==> config.mk <==
export PLATFORM = sky130hd
export DESIGN_NAME = tl_ul_buffer
export DESIGN_NICKNAME = d
export VERILOG_FILES = /design/src/rtl/tl_ul_pkg.sv /design/src/rtl/tl_ul_queue.sv /design/src/rtl/tl_ul_buffer.sv
export SDC_FILE = /design/constraint.sdc
export NUM_CORES = 1
export LEC_CHECK = 0
export ABC_AREA = 0
export CORE_MARGIN = 4
export CORE_UTILIZATION = 48
export CTS_CLUSTER_SIZE = 10
export DETAILED_ROUTE_END_ITERATION = 10
export PLACE_DENSITY = 0.79
export SLEW_MARGIN = 40
export SYNTH_ARGS = -nofsm -noshare
export SYNTH_HDL_FRONTEND = slang
export SYNTH_SLANG_ARGS = --single-unit
==> constraint.sdc <==
create_clock -name clock -period 6.1 [get_ports clock]
set_input_delay 1.83 -clock clock [delete_from_list [all_inputs] [get_ports clock]]
set_output_delay 1.83 -clock clock [all_outputs]
set_load 0.02 [all_outputs]
==> src/rtl/tl_ul_pkg.sv <==
// TileLink-UL buffer shared definitions.
// Opcode constants and channel bundle width helpers.
package tl_ul_pkg;

    localparam logic [2:0] OP_PUT_FULL        = 3'd0;
    localparam logic [2:0] OP_PUT_PARTIAL     = 3'd1;
    localparam logic [2:0] OP_GET             = 3'd4;
    localparam logic [2:0] OP_ACCESS_ACK      = 3'd0;
    localparam logic [2:0] OP_ACCESS_ACK_DATA = 3'd1;

    localparam int MAX_DEPTH = 8;

    // {opcode, param, size, source, address, mask, data}
    function automatic int a_width(input int addr_w,
                                   input int data_w,
                                   input int src_w);
        return 3 + 3 + 3 + src_w + addr_w + data_w / 8 + data_w;
    endfunction

    // {opcode, param, size, source, sink, denied, data, corrupt}
    function automatic int d_width(input int data_w,
                                   input int src_w);
        return 3 + 2 + 3 + src_w + 1 + 1 + data_w + 1;
    endfunction

endpackage

==> src/rtl/tl_ul_queue.sv <==
// Valid/ready queue with optional flow-through and pipelined accept.
// Depth 0 degenerates to plain wiring.
module tl_ul_queue #(
    parameter int WIDTH = 8,
    parameter int DEPTH = 2,
    parameter int FLOW  = 0,
    parameter int PIPE  = 0
) (
    input  logic             clock,
    input  logic             reset_n,
    input  logic             in_valid,
    output logic             in_ready,
    input  logic [WIDTH-1:0] in_bits,
    output logic             out_valid,
    input  logic             out_ready,
    output logic [WIDTH-1:0] out_bits,
    output logic [3:0]       count
);

    localparam bit FLOW_EN = (FLOW != 0);
    localparam bit PIPE_EN = (PIPE != 0);

    generate
        if (DEPTH == 0) begin : g_wire
            assign out_valid = in_valid;
            assign in_ready  = out_ready;
            assign out_bits  = in_bits;
            assign count     = 4'd0;

            logic unused_clk_rst;
            assign unused_clk_rst = clock ^ reset_n;
        end else begin : g_fifo
            localparam int PW    = (DEPTH > 1) ? $clog2(DEPTH) : 1;
            localparam int SLOTS = 1 << PW;
            localparam logic [3:0]    FULL_CNT = 4'(DEPTH);
            localparam logic [PW-1:0] LAST     = PW'(DEPTH - 1);

            logic [WIDTH-1:0] mem [SLOTS];
            logic [PW-1:0]    wptr;
            logic [PW-1:0]    rptr;
            logic [3:0]       cnt;
            logic             empty;
            logic             full;
            logic             in_fire;
            logic             out_fire;
            logic             bypass;
            logic             enq;
            logic             deq;

            // Wrap explicitly so non-power-of-two depths work.
            function automatic logic [PW-1:0] nxt(input logic [PW-1:0] p);
                return (p == LAST) ? '0 : p + 1'b1;
            endfunction

            assign empty = (cnt == 4'd0);
            assign full  = (cnt == FULL_CNT);

            // Valid is held low while reset is asserted, even on bypass.
            assign out_valid = reset_n &&
                               (!empty || (FLOW_EN && in_valid));
            assign in_ready  = !full || (PIPE_EN && out_ready);
            assign out_bits  = (FLOW_EN && empty) ? in_bits : mem[rptr];

            assign in_fire  = in_valid && in_ready;
            assign out_fire = out_valid && out_ready;
            assign bypass   = FLOW_EN && empty && in_fire && out_fire;
            assign enq      = in_fire && !bypass;
            assign deq      = out_fire && !bypass;

            assign count = cnt;

            // Payload storage; contents need no reset.
            always_ff @(posedge clock) begin
                if (enq) begin
                    mem[wptr] <= in_bits;
                end
            end

            // Pointers and occupancy, cleared asynchronously.
            always_ff @(posedge clock or negedge reset_n) begin
                if (!reset_n) begin
                    wptr <= '0;
                    rptr <= '0;
                    cnt  <= 4'd0;
                end else begin
                    if (enq) begin
                        wptr <= nxt(wptr);
                    end
                    if (deq) begin
                        rptr <= nxt(rptr);
                    end
                    if (enq && !deq) begin
                        cnt <= cnt + 4'd1;
                    end else if (deq && !enq) begin
                        cnt <= cnt - 4'd1;
                    end
                end
            end
        end
    endgenerate

endmodule

==> src/rtl/tl_ul_buffer.sv <==
// TileLink-UL A/D channel buffer.
// Two independent queues, A downstream and D upstream.
module tl_ul_buffer
    import tl_ul_pkg::*;
#(
    parameter int ADDR_W  = 32,
    parameter int DATA_W  = 32,
    parameter int SRC_W   = 2,
    parameter int A_DEPTH = 2,
    parameter int D_DEPTH = 2,
    parameter int FLOW    = 0,
    parameter int PIPE    = 0,
    localparam int A_W = a_width(ADDR_W, DATA_W, SRC_W),
    localparam int D_W = d_width(DATA_W, SRC_W)
) (
    input  logic           clock,
    input  logic           reset_n,
    input  logic           in_a_valid,
    output logic           in_a_ready,
    input  logic [A_W-1:0] in_a_bits,
    output logic           out_a_valid,
    input  logic           out_a_ready,
    output logic [A_W-1:0] out_a_bits,
    input  logic           out_d_valid,
    output logic           out_d_ready,
    input  logic [D_W-1:0] out_d_bits,
    output logic           in_d_valid,
    input  logic           in_d_ready,
    output logic [D_W-1:0] in_d_bits,
    output logic [3:0]     a_count,
    output logic [3:0]     d_count
);

    tl_ul_queue #(
        .WIDTH (A_W),
        .DEPTH (A_DEPTH),
        .FLOW  (FLOW),
        .PIPE  (PIPE)
    ) u_a_queue (
        .clock     (clock),
        .reset_n   (reset_n),
        .in_valid  (in_a_valid),
        .in_ready  (in_a_ready),
        .in_bits   (in_a_bits),
        .out_valid (out_a_valid),
        .out_ready (out_a_ready),
        .out_bits  (out_a_bits),
        .count     (a_count)
    );

    tl_ul_queue #(
        .WIDTH (D_W),
        .DEPTH (D_DEPTH),
        .FLOW  (FLOW),
        .PIPE  (PIPE)
    ) u_d_queue (
        .clock     (clock),
        .reset_n   (reset_n),
        .in_valid  (out_d_valid),
        .in_ready  (out_d_ready),
        .in_bits   (out_d_bits),
        .out_valid (in_d_valid),
        .out_ready (in_d_ready),
        .out_bits  (in_d_bits),
        .count     (d_count)
    );

endmodule

; ---- Yosys cells after proc, flatten, opt, wreduce, memory -nomap -nowiden
; Memories as Yosys holds them, arrays and structs flattened.
; Index checks and enable logic that the tools add are counted.
[word_totals]
mem_count = 2
out_inout_bits = 136
in_bits = 130
wordCells = 52
register_bits = 12
ramBits = 248
[classes]
n_eq_ne = 2
n_reduce_logical = 22
add_sub_neg = 8
mux = 12
[memory_table]
columns = memory, depth, word_bits, rd, rd_clocked_by_memory_dff, wr, line
row1 = u_a_queue.g_fifo.mem, 2, 79, 1, 0, 1, tl_ul_queue.sv:38  ; logic [WIDTH-1:0] mem [SLOTS];
row2 = u_d_queue.g_fifo.mem, 2, 45, 1, 0, 1, tl_ul_queue.sv:38
[ops]
columns = op, n
row1 = $mux W4, 4
row2 = $logic_and A1 B1 Y1, 10
row3 = $add A4 B1 Y4 const B, 2
row4 = $eq A4 B2 Y1 const B, 2
row5 = $logic_not A1 Y1, 8
row6 = $logic_not A4 Y1, 2
row7 = $mux W1, 8
row8 = $sub A4 B1 Y4 const B, 2
row9 = $add A1 B1 Y1 const B, 4
row10 = $reduce_bool A2 Y1, 2

; ---- Longest topological paths before layout
; Gate-level depths: netlist of run 1.
[logic_depth]
ltp_word = 7
mapped_depth = 9
mapped_depth_nobuf = 9

; ---- Hierarchy
; A second synthesis of run 1 with hierarchy kept.
[hier_totals]
hier_cells = 464
area_unflattened_um2 = 9735.6
[modules_own_cells]
columns = module, instances, cells_per_inst, seq_area_each_um2, area_each_um2
row1 = tl_ul_queue (u_a_queue), 1, 285, 4894.7, 6089.6
row2 = tl_ul_queue (u_d_queue), 1, 179, 2852.7, 3646.0

; ---- Worst setup path before layout of run 1
; OpenSTA, ideal clock, no wires.
[synth_timing]
path_kind = input to register
startpoint = input port in_a_valid
endpoint = memory u_a_queue.g_fifo.mem[0][0] in the netlist's numbering (enable)
n_path_buf = 0
arrival_ps = 5191
stages = 2
setup_slack_ps = 392
setup_time_ps = 517
cell_sequence = nand2_2 -> nor2_1
[synth_between]
elab_chain_cells = 3
[synth_lines]
columns = element, line
row1 = from (decl), tl_ul_buffer.sv:18  ; input logic in_a_valid,
row2 = $logic_and A1 B1 Y1, tl_ul_queue.sv:64  ; assign in_fire = in_valid && in_ready;
row3 = $mux W1, tl_ul_queue.sv:74  ; if (enq) begin
row4 = $mux W1 (not written as such), tl_ul_queue.sv:75  ; mem[wptr] <= in_bits;
row5 = to (decl), tl_ul_queue.sv:38
; Every way passes these cells.

; ---- Worst setup path in the final report of run 1
[layout_timing]
startpoint = input port reset_n
endpoint = output port in_d_valid
[layout_between]
elab_chain_cells = 1
[layout_lines]
columns = element, line
row1 = from (decl), tl_ul_buffer.sv:17  ; input logic reset_n,
row2 = $logic_and A1 B1 Y1, tl_ul_queue.sv:59  ; assign out_valid = reset_n &&
row3 = to (decl), tl_ul_buffer.sv:27  ; output logic in_d_valid,
; Every way passes these cells.

==> results of run 1 <==
-- Yosys cell counts (3+ instances only) --
cell type	count
sky130_fd_sc_hd__clkbuf_1	3
sky130_fd_sc_hd__dfrtp_1	12
sky130_fd_sc_hd__o211ai_1	4
sky130_fd_sc_hd__xnor2_1	8
sky130_fd_sc_hd__mux2_2	126
sky130_fd_sc_hd__ha_1	6
sky130_fd_sc_hd__a21oi_1	4
sky130_fd_sc_hd__inv_1	4
sky130_fd_sc_hd__edfxtp_1	248
sky130_fd_sc_hd__buf_2	13
sky130_fd_sc_hd__nand2_1	6
sky130_fd_sc_hd__nand3_1	4
-- routing by layer --
layer / track usage (%) / up-vias / share of wire [%]
met5: 0 / - / 0.062
met4: 6.63 / 2 / 4.0
met3: 6.26 / 49 / 9.3
met2: 30.8 / 215 / 50
met1: 21.5 / 2617 / 36
li1: - / 2428 / -
-- registers in the layout, summed over array words and instances, names as in the netlist --
signal                 flops
u_d_queue.count            4
u_d_queue.g_fifo.rptr      1
u_a_queue.g_fifo.rptr      1
u_a_queue.count            4
u_a_queue.g_fifo.mem     158
u_d_queue.g_fifo.mem      90
u_d_queue.g_fifo.wptr      1
u_a_queue.g_fifo.wptr      1
-- cells by family after synthesis --
kind of cell | share of synthesized area, %
and+or+nand+nor | 1.60
DFF | 79.7
buffers and inverters | 0.939
xor gates and xnor gates | 0.721
muxes | 14.8
adders and majority gates | 1.18
AOI/OAI and AO/OA | 1.08
-- metrics by stage --
stage / util, % / cells / area [µm²]
6_report: 69.6 / 1044 / 13700
5_1_grt: 69.5 / 1043 / 13700
4_1_cts: 69.5 / 1043 / 13700
3_5_place_dp: 65.1 / 987 / 12800
3_3_place_gp: 64.4 / 981 / 12700
2_1_floorplan: - / 464 / 9720
-- worst min-delay path by stage --
stage / cells after the start / end / startpoint
after detailed placement: 1 / u_a_queue.g_fifo.wptr / u_a_queue.g_fifo.wptr
after global placement: 1 / u_d_queue.g_fifo.wptr / u_d_queue.g_fifo.wptr
final: 1 / u_a_queue.g_fifo.wptr / u_a_queue.g_fifo.wptr
after CTS: 1 / u_a_queue.g_fifo.wptr / u_a_queue.g_fifo.wptr
after floorplan: 1 / u_a_queue.g_fifo.wptr / u_a_queue.g_fifo.wptr
after global routing: 1 / u_a_queue.g_fifo.wptr / u_a_queue.g_fifo.wptr
-- power by group through the flow --
stage | Clock [mW] | Combinational (mW) | Sequential (mW)
after floorplan | 0 | 1.48 | 2.64
after global placement | 0 | 2.43 | 2.77
after detailed placement | 0 | 2.64 | 2.71
after CTS | 1.63 | 2.67 | 2.68
after global routing | 1.71 | 2.78 | 2.71
final | 1.59 | 2.63 | 2.67
-- cell type report --
type	count	area share, %
antenna	1	0.0182
clock buffer	55	6.39
clock inverter	1	0.0639
inverter	4	0.109
multi-input combinational	184	13.9
sequential	260	56.5
tap	265	2.42
timing repair buffer	274	20.5
==> run summary, run 1 <==
- **run status** completed
- **kind of start point of the critical path** input port
- **Final ANT Viol Nets** 0
- **PD cells** 502 nW/µm²
- **growth of design area from synthesis to finish** 41.1%
- **Peak Freq** 191 MHz
- **Max Transition Viols Final** 0
- **timing startpoint of the critical path** reset_n
- **longest individual stage delay on the worst path** 0.69 ns
- **insertion delay of the later-clocked pin in the worst-skew pair** 0.53 ns
- **sequential element share of the synthesized area** 79.7%
- **Reg-to-Reg Start** u_d_queue.count[0]
- **DRC viols** 0
- **proportion of power drawn by flip-flops and latches** 38.8%
- **CP max stage cell** sky130_fd_sc_hd__clkdlybuf4s50_1
- **flops & latches, synth** 260
- **Hold Path Class** reg -> reg
- **average cell area after synthesis** 21.0 µm²
- **most frequent cells in the layout** sky130_fd_sc_hd__clkdlybuf4s50_1, sky130_fd_sc_hd__edfxtp_1, sky130_fd_sc_hd__mux2_2
- **number of enable-type register cells in the synthesized netlist** 248
- **Power, Total** 6.88 mW
- **Netlist Area Pre-Place** 9720 µm²
- **HPWL reported at the end of detailed placement** 14,700 µm
- **Setup Crit Path Kind** in -> out
- **post-route setup slack** 0.878 ns
- **buffers inserted during post-CTS setup optimization** 0
- **combinational share of power** 38.2%
- **library cell used as clock root buffer** sky130_fd_sc_hd__clkbuf_16
- **post-synthesis cell type count** 25
- **Post-synth top flop** sky130_fd_sc_hd__edfxtp_1
- **most frequent cell on the critical path** sky130_fd_sc_hd__clkdlybuf4s50_1
- **fraction of post-synthesis cell area in the top cell type by area** 76.6%
- **clock skew** 0.00702 ns
- **Stages on worst setup path** 3
- **portion of the clock cycle consumed by the worst path in the final layout** 85.6%
- **Max Cap Violations** 0
- **Largest delay share family, worst path** buffers and inverters
- **iteration count of the initial detailed-routing pass** 4
- **share of post-route cells with drive strength above 1** 22.9%
- **Psw** 2.15 mW
- **mean number of vias per cell** 5.09
- **Relative slew margins** 57.5%
- **total clock buffers created by CTS** 30
- **worst hold margin** 0.566 ns
- **CP Cell Sequence** clkdlybuf4s50_1 > o41a_1 > clkdlybuf4s50_1
- **FF+latch area** 7750 µm²
- **Reg-to-Reg End** u_d_queue.count[3]
- **GP Congestion** 0.752
- **Critical path buffers and inverters** 2
- **area used by multi-input combinational logic** 1910 µm²
- **cell-internal power** 4.72 mW
- **worst supply voltage drop on vdd** 0.395 mV
- **die height** 150 µm
- **worst-margin pin slew** 0.638 ns
- **largest net degree at the start of global routing** 47
- **global-route wire length before repair** 31,600 µm
- **Worst Reg2Reg Path Length in Cells** 9
- **WP data required** 4.27 ns
- **clock tree from TritonCTS** built
- **number of I/O pins** 266
- **post-cts gate resize count** 0
- **kind of end point of the critical path** output pin
- **Final min period** 5.22 ns
- **Worst Setup Slack post-DPL** 0.862 ns
- **clock transition time at the flip-flop clock pins of the worst setup and hold paths** 0.05 ns
- **Hold Fails Final Rpt** 0
- **Core Footprint** 19,700 µm²
- **row count** 51
- **largest cells by area after synthesis** sky130_fd_sc_hd__edfxtp_1, sky130_fd_sc_hd__mux2_2, sky130_fd_sc_hd__dfrtp_1
- **clock share of power** 23.1%
- **cells after synthesis** 464
- **routed len/inst** 20.2 µm
- **total via count after detailed routing** 5,311
- **number of hold buffers added after CTS** 0
- **crit-path max FO** 9
- **fraction of power spent switching nets** 31.3%
- **clk sinks** 260
- **width of the chip** 150 µm
- **number of buffer cells added on primary ports** 265
- **antenna violations before repair** 1
- **Remaining Overflow, GRT** 0
- **via count of the first global-routing pass** 5,806
- **Warnings, synthesis** 0
- **Critical Path Sink** in_d_valid
- **DIE AREA** 22,600 µm²
- **library cell occupying the most area in the post-synthesis netlist** sky130_fd_sc_hd__edfxtp_1
- **Synth async-reset ratio** 4.62%
- **reg-to-reg slack, setup** 3.27 ns
- **Starting Density** 49.3%
- **DRC marker count from the first detailed-route iteration** 263
- **sum of negative setup slack** 0 ns
- **setup repair after global routing missed its margin** no
- **most common cell after layout, fill and taps aside** sky130_fd_sc_hd__clkdlybuf4s50_1
- **number of endpoints failing setup at the final stage** 0
- **Fillers** 1,245
- **worst path arrival time** 3.39 ns
- **total wirelength of the detailed-routed design** 21,000 µm
- **Leakage** 4.67 nW
- **final-stage net count** 892
- **buffer depth of the longest clock path** 3
- **htree depth** 1
- **number of nets in the synthesized netlist** 602
- **total global routing track utilization** 18.1%
Note: power is estimated with default switching activity, not from simulation.
==> run 2: changes to the inputs <==
- CORE_MARGIN: 4 -> 2
- SYNTH_HIERARCHICAL: unset -> 1
==> run summary, run 2 <==
- **most common cell in the netlist** sky130_fd_sc_hd__edfxtp_1
- **register with the most flip-flops** u_a_queue/g_fifo.mem
- **total clock buffers created by CTS** 30, unchanged
- **sequential element share of the synthesized area** 79.6%, -0.10 points
- **WP data required** 4.27 ns, about the same
- **row count** 52, +2.0%
- **Leakage** 4.63 nW, -0.71%
- **largest net degree at the start of global routing** 80, +70%
- **Peak Freq** 193 MHz, +0.86%
- **kind of end point of the critical path** output pin
- **Hold Path Class** reg -> reg
- **Starting Density** 48.6%, -0.73 points
- **antenna violations before repair** 0, -1
- **Core Footprint** 20,000 µm², +1.6%
- **most frequent cells in the layout** sky130_fd_sc_hd__clkdlybuf4s50_1, sky130_fd_sc_hd__edfxtp_1, sky130_fd_sc_hd__mux2_2
- **registers with the most flip-flops** u_a_queue/g_fifo.mem x158, u_d_queue/g_fifo.mem x90
- **share of the synthesized area in compound gates (AO/OA/AOI/OAI)** 1.11%, +0.024 points
- **worst hold margin** 0.562 ns, -0.00403 ns
- **mean number of vias per cell** 5.09, +0.13%
- **number of buffer cells added on primary ports** 265, unchanged
- **flops & latches, synth** 260, unchanged
- **mux contribution to synthesized area** 14.8%, -0.019 points
- **clk sinks** 260, unchanged
- **total wirelength of the detailed-routed design** 20,100 µm, -4.4%
- **clock skew** 0.0138 ns, +0.00676 ns
- **sum of negative setup slack** 0 ns, unchanged
- **Final min period** 5.18 ns, -0.0443 ns
- **number of enable-type register cells in the synthesized netlist** 248, unchanged
- **width of the chip** 146 µm, -2.6%
- **Hold Fails Final Rpt** 0, unchanged
- **iteration count of the initial detailed-routing pass** 4, unchanged
- **growth of design area from synthesis to finish** 39.9%
- **final-stage net count** 890, -0.22%
- **antenna diode instance count** 0, -1
- **library cell used as clock root buffer** sky130_fd_sc_hd__clkbuf_16
- **number of endpoints failing setup at the final stage** 0, unchanged
- **most common cell after layout, fill and taps aside** sky130_fd_sc_hd__clkdlybuf4s50_1
- **number of hold buffers added after CTS** 0, unchanged
- **Power, Total** 6.80 mW, -1.1%
- **library cell occupying the most area in the post-synthesis netlist** sky130_fd_sc_hd__edfxtp_1
- **finished layout cell area** 13,600 µm², -0.67%
- **Synth async-reset ratio** 4.62%, unchanged
- **global-route wire length before repair** 30,800 µm, -2.7%
- **DRC marker count from the first detailed-route iteration** 205, -22%
- **most common library cells after synthesis** sky130_fd_sc_hd__edfxtp_1, sky130_fd_sc_hd__mux2_2, sky130_fd_sc_hd__buf_2, sky130_fd_sc_hd__dfrtp_1, sky130_fd_sc_hd__xnor2_1
- **total via count after detailed routing** 5,257, -1.0%
- **setup repair after global routing missed its margin** no
- **Relative slew margins** 45.4%, -12 points
- **die height** 146 µm, -2.6%
- **GP Congestion** 0.751, -0.24%
- **Post-synth top flop** sky130_fd_sc_hd__edfxtp_1
- **htree depth** 1, unchanged
- **arithmetic-cell share of the synthesized area counting full adders, half adders and majority gates** 1.18%, -0.0015 points
- **Remaining Overflow, GRT** 0, unchanged
- **routed len/inst** 19.5 µm, -3.3%
- **clock transition time at the flip-flop clock pins of the worst setup and hold paths** 0.05 ns, about the same
- **crit-path max FO** 9, unchanged
- **largest family of logic cells by synthesized area** multiplexers
- **share of synthesized cell area in and, or, nand and nor gates** 1.70%, +0.10 points
- **Netlist Area Pre-Place** 9740 µm², +0.13%
- **Final ANT Viol Nets** 0, unchanged
- **DRC viols** 0, unchanged
- **average cell area after synthesis** 21.0 µm², +0.13%
- **Max Cap Violations** 0, unchanged
- **PD cells** 499 nW/µm², -0.46%
- **kind of start point of the critical path** input port
- **DIE AREA** 21,400 µm², -5.1%
- **total global routing track utilization** 18.4%, +0.21 points
- **insertion delay of the later-clocked pin in the worst-skew pair** 0.54 ns, about the same
- **run status** completed
- **clock tree from TritonCTS** built
- **worst-margin pin slew** 0.820 ns, +0.182 ns
- **placed standard-cell area** 12,800 µm², -0.31%
- **post-synthesis cell type count** 25, unchanged
- **worst path arrival time** 3.35 ns, -0.04 ns
- **flip-flop count of the largest register, all copies and words added** 158, unchanged
- **portion of the clock cycle consumed by the worst path in the final layout** 84.9%, -0.73 points
- **number of nets in the synthesized netlist** 602, unchanged
- **Max Transition Viols Final** 0, unchanged
- **Setup Crit Path Kind** in -> out
- **via count of the first global-routing pass** 5,720, -1.5%
- **post-cts gate resize count** 0, unchanged
- **cells after synthesis** 464, unchanged
- **buffer depth of the longest clock path** 3, unchanged
- **number of I/O pins** 266, unchanged
- **worst supply voltage drop on vdd** 0.360 mV, -8.9%
- **Warnings, synthesis** 6, +6
- **fraction of post-synthesis cell area in the top cell type by area** 76.5%, -0.098 points
- **buffers inserted during post-CTS setup optimization** 0, unchanged
- **HPWL reported at the end of detailed placement** 13,700 µm, -6.8%
- **largest cells by area after synthesis** sky130_fd_sc_hd__edfxtp_1, sky130_fd_sc_hd__mux2_2, sky130_fd_sc_hd__dfrtp_1
- **xor/xnor share of the synthesized area** 0.720%, -0.00093 points
- **share of post-route cells with drive strength above 1** 23.4%, +0.48 points
-- run 2: cell count changes in the layout (fill, tap and decap cells not counted), sizes merged --
cell	change
diode	-1
bufinv	+1
buf	-2
clkbuf	-17
clkinv	+2
-- run 2: where the power goes --
group          internal [mW]  switching, mW  leakage, nW  total, mW
registers               2.46          0.224         2.46       2.68
logic                   1.29           1.29         1.77       2.58
clock network          0.924          0.617        0.406       1.54
total                   4.67           2.13         4.63       6.80
-- run 2: worst max-delay path: stages --
cell and delay, ns:
sky130_fd_sc_hd__clkdlybuf4s50_1 0.68, sky130_fd_sc_hd__o41a_2 0.23, sky130_fd_sc_hd__clkdlybuf4s50_1 0.60
-- run 2: layout make-up --
| cell class | instances | area, µm² |
|---|---|---|
| clock inverter | 4 | 55.1 |
| sequential | 260 | 7750 |
| inverter | 4 | 15.0 |
| fill | 1327 | 6410 |
| multi-input combinational | 184 | 1920 |
| timing repair buffer | 272 | 2760 |
| clock buffer | 38 | 781 |
| tap | 270 | 338 |
-- run 2: logic make-up after synthesis --
group,count (synthesis)
AND/OR/NAND/NOR,26
AO/OA/AOI/OAI,14
flip-flops,260
multiplexers,128
XOR/XNOR,8
buffers and inverters,20
adder cells (fa/ha/maj),8
-- run 2: stage by stage --
step / utilization (%) / worst slack (ns) / std cells
2_1_floorplan: - / 0.389 / 464
3_3_place_gp: 63.4 / 0.940 / 986
3_5_place_dp: 63.8 / 0.878 / 990
4_1_cts: 68.0 / 0.880 / 1032
5_1_grt: 68.0 / 0.805 / 1032
6_report: 68.0 / 0.922 / 1032
-- run 2: metal layers --
layer	track usage [%]	share of wire, %
met4	6.36	2.8
met3	6.44	9.0
met1	21.2	38
met5	0	0
met2	32.0	50
-- run 2: final timing paths --
check                                       from               endpoint  slack [ns]  cells past startpoint
min reg2reg                u_a_queue/g_fifo.wptr  u_a_queue/g_fifo.wptr        0.56                      1
min in group asynchronous                reset_n  u_a_queue/g_fifo.wptr        1.58                      1
max reg2reg                   u_a_queue/count[0]     u_a_queue/count[3]        3.22                      9
max                                      reset_n            out_a_valid        0.92                      3
min                        u_a_queue/g_fifo.wptr  u_a_queue/g_fifo.wptr        0.56                      1
max in group asynchronous                reset_n  u_d_queue/g_fifo.rptr        4.08                      2
==> run 3: changes to the inputs <==
- clock period: 6.1 -> 4.9 ns (I/O delays scaled with it)
==> run summary, run 3 (synthesis results as in run 2) <==
- **run status** completed
- **row count** 52, unchanged
- **Peak Freq** 237 MHz
- **setup repair after global routing missed its margin** no
- **flip-flop count of the largest register, all copies and words added** 158, unchanged
- **total via count after detailed routing** 5,380, +2.3%
- **post-route setup slack** 0.687 ns, -0.235 ns
- **insertion delay of the later-clocked pin in the worst-skew pair** 0.54 ns, about the same
- **htree depth** 1, unchanged
- **growth of design area from synthesis to finish** 40.0%, about the same
- **most frequent cell on the critical path** sky130_fd_sc_hd__clkdlybuf4s50_1
- **Leakage** 4.63 nW, about the same
- **total clock buffers created by CTS** 30, unchanged
- **Largest delay share family, worst path** buffers and inverters
- **routed len/inst** 20.9 µm, +6.9%
- **Hold Path Class** reg -> reg
- **clock tree from TritonCTS** built
- **worst path arrival time** 2.74 ns, -0.61 ns
- **post-cts gate resize count** 0, unchanged
- **share of post-route cells with drive strength above 1** 23.5%, +0.10 points
- **Max Transition Viols Final** 0, unchanged
- **largest net degree at the start of global routing** 80, unchanged
- **total global routing track utilization** 19.8%, +1.5 points
- **buffers inserted during post-CTS setup optimization** 0, unchanged
- **worst-margin pin slew** 0.641 ns, -0.179 ns
- **number of placed instances with taps included** 990, unchanged
- **Psw** 2.70 mW, +27%
- **Hold Fails Final Rpt** 0, unchanged
- **final-stage net count** 891, +0.11%
- **die height** 146 µm, unchanged
- **library cell used as clock root buffer** sky130_fd_sc_hd__clkbuf_16
- **Starting Density** 48.6%, unchanged
- **buffer depth of the longest clock path** 3, unchanged
- **DRC marker count from the first detailed-route iteration** 256, +25%
- **Remaining Overflow, GRT** 0, unchanged
- **total wirelength of the detailed-routed design** 21,500 µm, +7.0%
- **Final ANT Viol Nets** 0, unchanged
- **Max Cap Violations** 0, unchanged
- **portion of the clock cycle consumed by the worst path in the final layout** 86.0%
- **Core Footprint** 20,000 µm², unchanged
- **PD cells** 623 nW/µm², +25%
- **CP max stage cell** sky130_fd_sc_hd__clkdlybuf4s50_1
- **cell-internal power** 5.79 mW, +24%
- **HPWL reported at the end of detailed placement** 14,400 µm, +5.5%
- **via count of the first global-routing pass** 5,903, +3.2%
- **fraction of power spent switching nets** 31.8%, +0.50 points
- **DIE AREA** 21,400 µm², unchanged
- **Worst Reg2Reg Path Length in Cells** 9, unchanged
- **most frequent cells in the layout** sky130_fd_sc_hd__clkdlybuf4s50_1, sky130_fd_sc_hd__edfxtp_1, sky130_fd_sc_hd__mux2_2
- **number of I/O pins** 266, unchanged
- **width of the chip** 146 µm, unchanged
- **proportion of power drawn by flip-flops and latches** 39.9%, +0.5 points
- **clock share of power** 22.3%, -0.4 points
- **Relative slew margins** 57.3%, +12 points
- **number of buffer cells added on primary ports** 265, unchanged
- **most common cell after layout, fill and taps aside** sky130_fd_sc_hd__clkdlybuf4s50_1
- **number of endpoints failing setup at the final stage** 0, unchanged
- **number of hold buffers added after CTS** 0, unchanged
- **CP Cell Sequence** clkdlybuf4s50_1 > o41a_2 > clkdlybuf4s50_1
- **Stages on worst setup path** 3, unchanged
- **antenna diode instance count** 0, unchanged
- **kind of start point of the critical path** input port
- **sum of negative setup slack** 0 ns, unchanged
- **mean number of vias per cell** 5.21, +2.2%
- **kind of end point of the critical path** output pin
- **iteration count of the initial detailed-routing pass** 4, unchanged
- **DRC viols** 0, unchanged
- **Worst Setup Slack post-DPL** 0.687 ns, -0.191 ns
- **register with the most flip-flops** u_a_queue/g_fifo.mem
- **longest individual stage delay on the worst path** 0.60 ns, -0.08 ns
- **Critical path buffers and inverters** 2, unchanged
- **reg-to-reg slack, setup** 2.00 ns, -1.22 ns
- **GP Congestion** 0.771, +2.7%
- **worst supply voltage drop on vdd** 0.448 mV, +24%
- **number of cells traversed by the worst hold path** 1, unchanged
- **registers with the most flip-flops** u_a_queue/g_fifo.mem x158, u_d_queue/g_fifo.mem x90
- **Layout Cells excl Fill** 1,033, +0.097%
- **clock transition time at the flip-flop clock pins of the worst setup and hold paths** 0.05 ns, about the same
- **clk sinks** 260, unchanged
- **combinational share of power** 37.8%, about the same
- **WP data required** 3.43 ns, -0.84 ns
- **global-route wire length before repair** 32,900 µm, +6.8%
- **antenna violations before repair** 0, unchanged
- **Final min period** 4.21 ns
- **clock skew** 0.0187 ns, +0.00494 ns
- **Setup Crit Path Kind** in -> out
- **crit-path max FO** 3, -6
-- run 3: area by class of cell --
class / instances / area, µm²
multi-input combinational: 184 / 1920
timing repair buffer: 273 / 2780
sequential: 260 / 7750
fill: 1351 / 6400
inverter: 4 / 15.0
clock buffer: 39 / 795
clock inverter: 3 / 27.5
tap: 270 / 338
-- run 3: worst paths after layout --
check,from,endpoint
max reg2reg,u_d_queue/count[0],u_d_queue/count[3]
min in group asynchronous,reset_n,u_a_queue/count[2]
min,u_d_queue/g_fifo.wptr,u_d_queue/g_fifo.wptr
min reg2reg,u_d_queue/g_fifo.wptr,u_d_queue/g_fifo.wptr
max,reset_n,in_d_valid
max in group asynchronous,reset_n,u_a_queue/g_fifo.rptr
-- run 3: per-layer routing --
layer,part of all wire (%),up-vias,GRT usage [%],wire length (µm)
met4,3.2,0,6.89,684
met1,38,2663,23.4,8160
met2,50,246,34.2,10800
li1,-,2421,-,-
met3,9.0,50,6.69,1940
met5,0,-,0,0
-- run 3: stage by stage --
step | power [mW] | hold WS, ns | cell area, µm² | util (%)
global route | 8.84 | 0.580 | 13600 | 68.0
floorplan | 5.12 | 0.459 | 9740 | -
CTS | 8.55 | 0.557 | 13600 | 67.9
global placement | 6.47 | 0.530 | 12700 | 63.6
finish | 8.49 | 0.555 | 13600 | 68.0
detailed placement | 6.61 | 0.547 | 12800 | 63.8
-- run 3: power by group through the flow --
stage	combinational (mW)	clock, mW	sequential (mW)
after detailed placement	3.18	0	3.43
after floorplan	1.84	0	3.28
after global placement	3.08	0	3.38
final	3.21	1.89	3.39
after global routing	3.37	2.03	3.44
after CTS	3.22	1.94	3.39
